--- src/rtl/gate2_bist_if.sv ---
// gate2_bist_if -- signal bundle between the gate2_bist engine and its surroundings
//
// Purpose:
//   Groups the run-control, gate-stimulus, gate-response and result signals of the
//   2-input gate self-test engine.
//
// Modports:
//   master : the BIST engine (drives A/B and results; receives start and C)
//   slave  : the environment (run controller plus the gate under test)
//
// Signals:
//   start     : run request, sampled only while the engine is idle
//   C         : output of the gate under test
//   A, B      : gate inputs (A = MSB, B = LSB of the vector index)
//   busy      : run in progress
//   done      : one-cycle end-of-run pulse
//   pass      : run result, valid from done until the next accepted start
//   fail_mask : bit i set when vector i mismatched
//   err_valid : at least one mismatch captured this run
//   err_vec   : index of the first failing vector
interface gate2_bist_if;
    logic       start;
    logic       C;
    logic       A;
    logic       B;
    logic       busy;
    logic       done;
    logic       pass;
    logic [3:0] fail_mask;
    logic       err_valid;
    logic [1:0] err_vec;

    modport master (
        input  start,
        input  C,
        output A,
        output B,
        output busy,
        output done,
        output pass,
        output fail_mask,
        output err_valid,
        output err_vec
    );

    modport slave (
        output start,
        output C,
        input  A,
        input  B,
        input  busy,
        input  done,
        input  pass,
        input  fail_mask,
        input  err_valid,
        input  err_vec
    );
endinterface : gate2_bist_if

--- src/rtl/gate2_bist.sv ---
// gate2_bist -- built-in self-test engine for any 2-input combinational gate
//
// Purpose:
//   Walks the gate's A/B inputs through the four vectors 00,01,10,11. Each vector is
//   held for SETTLE cycles, C is compared against TRUTH[{A,B}] during a one-cycle
//   CHECK, then GAP idle cycles follow. After the last vector a one-cycle done pulse
//   is raised together with the final pass/fail result.
//
// Parameters:
//   TRUTH  : expected C per vector index {A,B}; bit i is the value for vector i
//   SETTLE : cycles a vector is held before C is sampled (1..255)
//   GAP    : idle cycles after each check before the next vector (0..255)
//
// Ports:
//   clk   : clock, all state updates on the rising edge
//   rst_n : asynchronous active-low reset
//   bus   : gate2_bist_if.master (start, C in; A, B, busy, done, pass,
//           fail_mask, err_valid, err_vec out)
module gate2_bist #(
    parameter logic [3:0]  TRUTH  = 4'b1001,
    parameter int unsigned SETTLE = 1,
    parameter int unsigned GAP    = 5
) (
    input logic          clk,
    input logic          rst_n,
    gate2_bist_if.master bus
);

    typedef enum logic [2:0] {
        S_IDLE,
        S_SETTLE,
        S_CHECK,
        S_GAP,
        S_DONE
    } state_t;

    // Reload values for the 8-bit down-counter; the phase ends on the edge where
    // the counter reads zero, so a load of N-1 gives a phase of exactly N cycles.
    localparam logic [7:0] SETTLE_LOAD = 8'(SETTLE - 1);
    localparam logic [7:0] GAP_LOAD    = (GAP == 0) ? 8'd0 : 8'(GAP - 1);

    state_t     state_q,     state_d;
    logic [1:0] vec_q,       vec_d;
    logic [7:0] cnt_q,       cnt_d;
    logic [1:0] ab_q,        ab_d;
    logic       pass_q,      pass_d;
    logic [3:0] fail_mask_q, fail_mask_d;
    logic       err_valid_q, err_valid_d;
    logic [1:0] err_vec_q,   err_vec_d;

    // Set when the current vector has finished (end of CHECK with no gap, or end
    // of GAP); the shared advance-or-finish logic below acts on it.
    logic       step_end;

    // NOTE: every signal assigned in this block gets a default first, so no path
    // leaves one unassigned and no latch is inferred.
    always_comb begin
        state_d     = state_q;
        vec_d       = vec_q;
        cnt_d       = cnt_q;
        ab_d        = ab_q;
        pass_d      = pass_q;
        fail_mask_d = fail_mask_q;
        err_valid_d = err_valid_q;
        err_vec_d   = err_vec_q;
        step_end    = 1'b0;

        case (state_q)
            S_IDLE: begin
                ab_d = 2'b00;
                if (bus.start) begin
                    vec_d       = 2'd0;
                    ab_d        = 2'b00;
                    pass_d      = 1'b0;
                    fail_mask_d = 4'b0000;
                    err_valid_d = 1'b0;
                    err_vec_d   = 2'd0;
                    cnt_d       = SETTLE_LOAD;
                    state_d     = S_SETTLE;
                end
            end

            S_SETTLE: begin
                if (cnt_q == 8'd0) begin
                    state_d = S_CHECK;
                end else begin
                    cnt_d = cnt_q - 8'd1;
                end
            end

            S_CHECK: begin
                if (bus.C != TRUTH[vec_q]) begin
                    fail_mask_d[vec_q] = 1'b1;
                    // Only the first failing vector of a run is reported in err_vec.
                    if (!err_valid_q) begin
                        err_vec_d   = vec_q;
                        err_valid_d = 1'b1;
                    end
                end
                if (GAP == 0) begin
                    step_end = 1'b1;
                end else begin
                    cnt_d   = GAP_LOAD;
                    state_d = S_GAP;
                end
            end

            S_GAP: begin
                if (cnt_q == 8'd0) begin
                    step_end = 1'b1;
                end else begin
                    cnt_d = cnt_q - 8'd1;
                end
            end

            S_DONE: begin
                state_d = S_IDLE;
            end

            default: begin
                state_d = S_IDLE;
            end
        endcase

        if (step_end) begin
            if (vec_q == 2'd3) begin
                // fail_mask_d already carries the result of the final CHECK, so
                // pass is valid during the done cycle itself.
                ab_d    = 2'b00;
                pass_d  = (fail_mask_d == 4'b0000);
                state_d = S_DONE;
            end else begin
                vec_d   = vec_q + 2'd1;
                ab_d    = vec_q + 2'd1;
                cnt_d   = SETTLE_LOAD;
                state_d = S_SETTLE;
            end
        end
    end

    // NOTE: state registers use non-blocking assignments so every flop samples the
    // pre-edge value of every other flop, independent of statement order.
    // The design holds no memories; every register is reset so a mid-run reset
    // aborts cleanly and leaves no stale result behind.
    always_ff @(posedge clk or negedge rst_n) begin
        if (!rst_n) begin
            state_q     <= S_IDLE;
            vec_q       <= 2'd0;
            cnt_q       <= 8'd0;
            ab_q        <= 2'b00;
            pass_q      <= 1'b0;
            fail_mask_q <= 4'b0000;
            err_valid_q <= 1'b0;
            err_vec_q   <= 2'd0;
        end else begin
            state_q     <= state_d;
            vec_q       <= vec_d;
            cnt_q       <= cnt_d;
            ab_q        <= ab_d;
            pass_q      <= pass_d;
            fail_mask_q <= fail_mask_d;
            err_valid_q <= err_valid_d;
            err_vec_q   <= err_vec_d;
        end
    end

    assign bus.A         = ab_q[1];
    assign bus.B         = ab_q[0];
    assign bus.busy      = (state_q == S_SETTLE) || (state_q == S_CHECK) || (state_q == S_GAP);
    assign bus.done      = (state_q == S_DONE);
    assign bus.pass      = pass_q;
    assign bus.fail_mask = fail_mask_q;
    assign bus.err_valid = err_valid_q;
    assign bus.err_vec   = err_vec_q;

endmodule : gate2_bist
--- src/flat_wrapper.sv ---
// flat-port wrapper written by rule: the top's interface ports become plain ports
module gate2_bist_flat 
#(
    parameter logic [3:0]  TRUTH  = 4'b1001,
    parameter int unsigned SETTLE = 1,
    parameter int unsigned GAP    = 5
)
  (clk, rst_n, bus_start, bus_C, bus_A, bus_B, bus_busy, bus_done, bus_pass, bus_fail_mask, bus_err_valid, bus_err_vec);
  gate2_bist_if bus_i ();
  input logic clk;
  input logic rst_n;
  input wire logic [$bits(bus_i.start)-1:0] bus_start;
  input wire logic [$bits(bus_i.C)-1:0] bus_C;
  output wire logic [$bits(bus_i.A)-1:0] bus_A;
  output wire logic [$bits(bus_i.B)-1:0] bus_B;
  output wire logic [$bits(bus_i.busy)-1:0] bus_busy;
  output wire logic [$bits(bus_i.done)-1:0] bus_done;
  output wire logic [$bits(bus_i.pass)-1:0] bus_pass;
  output wire logic [$bits(bus_i.fail_mask)-1:0] bus_fail_mask;
  output wire logic [$bits(bus_i.err_valid)-1:0] bus_err_valid;
  output wire logic [$bits(bus_i.err_vec)-1:0] bus_err_vec;
  assign bus_i.start = bus_start;
  assign bus_i.C = bus_C;
  assign bus_A = bus_i.A;
  assign bus_B = bus_i.B;
  assign bus_busy = bus_i.busy;
  assign bus_done = bus_i.done;
  assign bus_pass = bus_i.pass;
  assign bus_fail_mask = bus_i.fail_mask;
  assign bus_err_valid = bus_i.err_valid;
  assign bus_err_vec = bus_i.err_vec;
  gate2_bist #(.TRUTH(TRUTH), .SETTLE(SETTLE), .GAP(GAP)) u_core (.clk(clk), .rst_n(rst_n), .bus(bus_i));
endmodule
--- config.mk ---
export PLATFORM = sky130hd
export DESIGN_NAME = gate2_bist_flat
export DESIGN_NICKNAME = d
export VERILOG_FILES = /design/src/rtl/gate2_bist_if.sv /design/src/rtl/gate2_bist.sv /design/src/flat_wrapper.sv
export SDC_FILE = /design/constraint.sdc
export NUM_CORES = 1
export LEC_CHECK = 0
export CORE_MARGIN = 5
export CORE_UTILIZATION = 53
export DETAILED_ROUTE_END_ITERATION = 10
export GPL_TIMING_DRIVEN = 0
export PLACE_DENSITY = 0.74
export SETUP_SLACK_MARGIN = 0.2
export SLEW_MARGIN = 20
export SYNTH_ARGS = -nofsm -noshare
export SYNTH_HDL_FRONTEND = slang
export SYNTH_SLANG_ARGS = --single-unit
--- constraint.sdc ---
create_clock -name clk -period 2 [get_ports clk]
set_clock_uncertainty 0.05 [all_clocks]
set_input_delay 0.3 -clock clk [delete_from_list [all_inputs] [get_ports clk]]
set_output_delay 0.3 -clock clk [all_outputs]
set_load 0.01 [all_outputs]
Word level (Yosys, flattened, before mapping)
Cells that the tools add are included.
- flip-flop bits (word level): 23
- word-level logic and storage cells: 74
- output and inout port bits: 12
- bits of input ports: 4
- equal/unequal tests: 12
- bitwise gates (word level): 1
- reduce and logical (&&, ||, !) cells: 12
- order comparisons: 2
- add/subtract/negate cells: 2
- multiplexer cells: 37
- operators with widths (operator ; count):
    $mux W8 ; 4
    $pmux W8 S3 ; 1
    $mux W2 ; 10
    $mux W3 ; 4
    $pmux W3 S4 ; 1
    $mux W1 ; 10
    $logic_not A8 Y1 ; 1
    $mux W4 ; 2
    $pmux W4 S2 ; 1
    $sub A8 B1 Y8 const B ; 1
    $eq A3 B2 Y1 const B ; 2
    $reduce_and A3 Y1 ; 2
    $logic_not A4 Y1 ; 1
    $ne A2 B1 Y1 const B ; 2
    $ne A2 B2 Y1 const B ; 2
    $or A4 B4 Y4 ; 1
    $pmux W2 S2 ; 1
    $reduce_and A4 Y1 ; 1
    $reduce_bool A2 Y1 ; 2
    $eq A3 B1 Y1 const B ; 1
    $eq A3 B3 Y1 const B ; 1
    $logic_not A3 Y1 ; 1
    $lt A2 B3 Y1 const B ; 1
    $ne A3 B1 Y1 const B ; 1
    11 further kinds ; 12

Logic depth before layout (Yosys ltp)
- depth in word-level cells: 10
- gate-level depth with buffers: 6
- depth with buffers taken out: 6

Worst setup path before layout
Ideal clock, no wire load.
- path kind: flip-flop to flip-flop
- start: reg u_core.vec_q[0]
- end: reg u_core.err_vec_q[0], in the netlist u_core.bus.err_vec[0]
- stages on the path, launching flop included: 7
- setup time: 0.129 ns
- slack: 0.175 ns
- required time: 1.821 ns
- buffers on the path: 0
- arrival: 1.645 ns
- period minus slack after synthesis: 1.825 ns
- path through: dfrtp_1 inv_1 ha_1 xor2_1 or4_4 o211ai_1 o31ai_1
- cells in the longest elaborated chain, start to end: 5
- elaborated cells on any way between the ends: 8
- classes of those cells: eq/ne (2); mux (5); reduce/logical (1)
- ends and longest elaborated chain (item ; line ; source):
    from (decl) ; gate2_bist.sv:43 ; logic [1:0] vec_q, vec_d;
    from (signal assigned) ; gate2_bist.sv:157 ; vec_q <= vec_d;
    $bmux W1 S2 ; gate2_bist.sv:92 ; if (bus.C != TRUTH[vec_q]) begin
    $mux W1 (implied by the code) ; gate2_bist.sv:92 ;
    $ne A1 B1 Y1 ; gate2_bist.sv:92 ;
    $ne A2 B1 Y1 (no line) ; - ;
    $reduce_and A4 Y1 (no line) ; - ;
    to (signal assigned) ; gate2_bist.sv:163 ; err_vec_q <= err_vec_d;
    to (decl) ; gate2_bist.sv:49 ; logic [1:0] err_vec_q, err_vec_d;
Parallel ways exist; a longest one is shown, timed or not. The select of a mux whose other input is x is not followed.
A chain may end at the register's enable or synchronous reset.

Worst setup path in the final report
- start: reg u_core.state_q[1]
- end: out bus_done
- cells in the longest elaborated chain, start to end: 1
- ends and longest elaborated chain (item ; line ; source):
    from (decl) ; gate2_bist.sv:42 ; state_t state_q, state_d;
    from (signal assigned) ; gate2_bist.sv:156 ; state_q <= state_d;
    $eq A3 B3 Y1 ; gate2_bist.sv:170 ; assign bus.done = (state_q == S_DONE);
    to (decl) ; flat_wrapper.sv:17 ; output wire logic [$bits(bus_i.done)-1:0] bus_done;
Every way passes these cells.

==> qor.csv <==
metric,value,unit
status,"finished, final reports clean",
post-synthesis average cell area,9.41,µm²
CP endpoint kind,primary output,
Num CTS Buffers,3,
routability cong.,0.842,
Rows,17,
wire per inst,16.0,µm
critical path peak fanout,10,
first-pass GRT wire length,4880,µm
Syn Nets,141,
Antenna Cells,0,
# port buffers,15,
Initial DRC Count,41,
Worst-path clk slew,130,ps
uppermost layer routed,met4,
"Seq/Total Area, Yosys",46.7,%
clock root buffer,clkbuf_4,
startpoint types,flip-flop,
largest net degree at the start of global routing,24,
required time worst endpoint,1650,ps
share of layout cells above drive strength 1,26.9,%
vias per cell,5.78,
CTS tree,yes,
Seq cells post-synth,23,
met3 WL,135,µm
Synth Warn #,0,
"commonest cells after routing, fill and taps aside","dfrtp_1, buf_4, nor2_1",
Worst Hold Class,input port to asynchronous set/reset pin,
Least-Margin Pin Slew,523,ps
drt first pass iters,4,
fill cell count,162,
Layout area overhead,33.1,%
Die ar.,3390,µm²
Initial Util,55.7,%
via count,1128,
# nets final,178,
Hold Slack,419,ps
Die H,58.2,µm
htree depth,1,
Leak,0.761,nW
clk_lat worst skew,320,ps
final wirelength,3130,µm
Sink Count,23,
Post-synth top flop,dfrtp_1,
period utilization,89.6,%
final worst setup slack,208,ps
"commonest non-fill, non-tap cell in the layout",dfrtp_1,
all-layer global routing usage,18.8,%
HPWL after DPL,1940,µm
Slew Limit Fails,0,
critical path type,flip-flop to primary output,
pwr/cell area,439,nW/µm²
final hold violations,0,
mapped cell area,1230,µm²
Post-Place Setup Slack,126,ps
Max Cap Viol,0,
initial antenna violation count,0,
worst vdd ir,0.000446,V
Highest Clock Rate,558,MHz
Antenna Nets Post-Route,0,
met2 wire len,1510,µm
setup TNS,0,ps
Met1 Wirelength,1450,µm
Netlist cell types,37,
core area,2210,µm²
RSZ-0062 raised after global routing,true,
Final setup viols,0,
"Power, Total",720,µW
Residual DRC,0,
"EDFF count, synth",0,
grt total ovfl,0,
worst path arrival time,1440,ps
Synth async-reset ratio,100,%
Die W,58.2,µm
fin crit period,1790,ps
Ports,16,
Syn Inst Count,131,
number of global-route vias before repair,1041,
Longest Clk Path Bufs,2,
Slew Limit Headroom,65.1,%
==> final cells by class <==
type                       count  area (µm²)  area share [%]
timing repair buffer          32         273            16.6
sequential                    23         579            35.3
inverter                       8        30.0            1.83
clock buffer                   4        26.3            1.60
buffer                         1        7.51           0.458
tap                           28        35.0            2.14
multi-input combinational     99         689            42.0
==> Yosys cell counts (2+ instances only) <==
| cell type | instances | area share, % |
|---|---|---|
| a31oi_1 | 2 | 1.0 |
| nand3_1 | 9 | 3.7 |
| o31ai_1 | 3 | 1.8 |
| xor2_1 | 2 | 1.4 |
| and2_1 | 2 | 1.0 |
| dfrtp_1 | 23 | 47 |
| nand4_1 | 2 | 1.0 |
| or2_2 | 2 | 1.0 |
| o211ai_1 | 2 | 1.2 |
| o21ai_0 | 8 | 3.2 |
| or4_1 | 2 | 1.2 |
| nor3_1 | 3 | 1.2 |
| inv_1 | 7 | 2.1 |
| nor2_1 | 16 | 4.9 |
| nand2_1 | 11 | 3.4 |
| nor2b_1 | 2 | 1.0 |
| ha_1 | 6 | 6.1 |
| a21oi_1 | 8 | 3.2 |
| nand2b_1 | 3 | 1.5 |
==> worst paths after layout <==
| kind | from | to | slack [ps] | cells after the start |
|---|---|---|---|---|
| max | u_core.state_q[1] | bus_done | 210 | 4 |
| min | rst_n | u_core.state_q[1] | 420 | 2 |
| max reg2reg | u_core.vec_q[0] | u_core.bus.err_vec[0] | 250 | 6 |
| min reg2reg | u_core.state_q[2] | u_core.state_q[1] | 460 | 1 |
| max in group asynchronous | rst_n | u_core.state_q[2] | 1100 | 2 |
| min in group clk | u_core.state_q[2] | u_core.state_q[1] | 460 | 1 |
==> power by group <==
part | switching (mW) | internal [mW]
clock | 0.147 | 0.0782
sequential | 0.00128 | 0.467
combinational | 0.0150 | 0.0113
==> cell families after synthesis <==
| group | share of synthesized area, % |
|---|---|
| mux | 0.812 |
| compound gates | 15.0 |
| flops | 46.7 |
| xor+xnor | 2.13 |
| simple gates | 26.4 |
| buf+inv | 2.84 |
| fa+ha+maj | 6.09 |
==> critical path, stage by stage, from the launching register on <==
cell and delay (ps):
dfrtp_1 410, buf_4 180, nor2_1 130, and2_1 140, dlygate4sd2_1 260
==> stage by stage <==
step / instances / util, % / instance area [µm²]
finish: 195 / 74.2 / 1640
global route: 195 / 74.2 / 1640
CTS: 184 / 68.1 / 1510
detailed placement: 174 / 64.6 / 1430
global placement: 174 / 64.6 / 1430
floorplan: 131 / - / 1240
==> what timing repair did <==
action	CTS	global route
cloned	0	0
gates resized for setup	6	15
pin swaps	0	4
hold buffers	0	1
setup endpoints to repair	10	17
hold endpoints to repair	0	23
buffers inserted	6	10
==> routing by layer <==
metal	GRT usage [%]	up-vias
met3	3.79	4
met4	7.95	0
met2	28.2	34
met1	26.4	556
li1	-	534
met5	0	-
==> state kept, by name (all words and copies together) (netlist names) <==
| register | cells |
|---|---|
| u_core.ab_q | 2 |
| u_core.bus.err_valid | 1 |
| u_core.bus.err_vec | 2 |
| u_core.bus.fail_mask | 4 |
| u_core.bus.pass | 1 |
| u_core.cnt_q | 8 |
| u_core.state_q | 3 |
| u_core.vec_q | 2 |
Power figures use the tool's default switching activity.
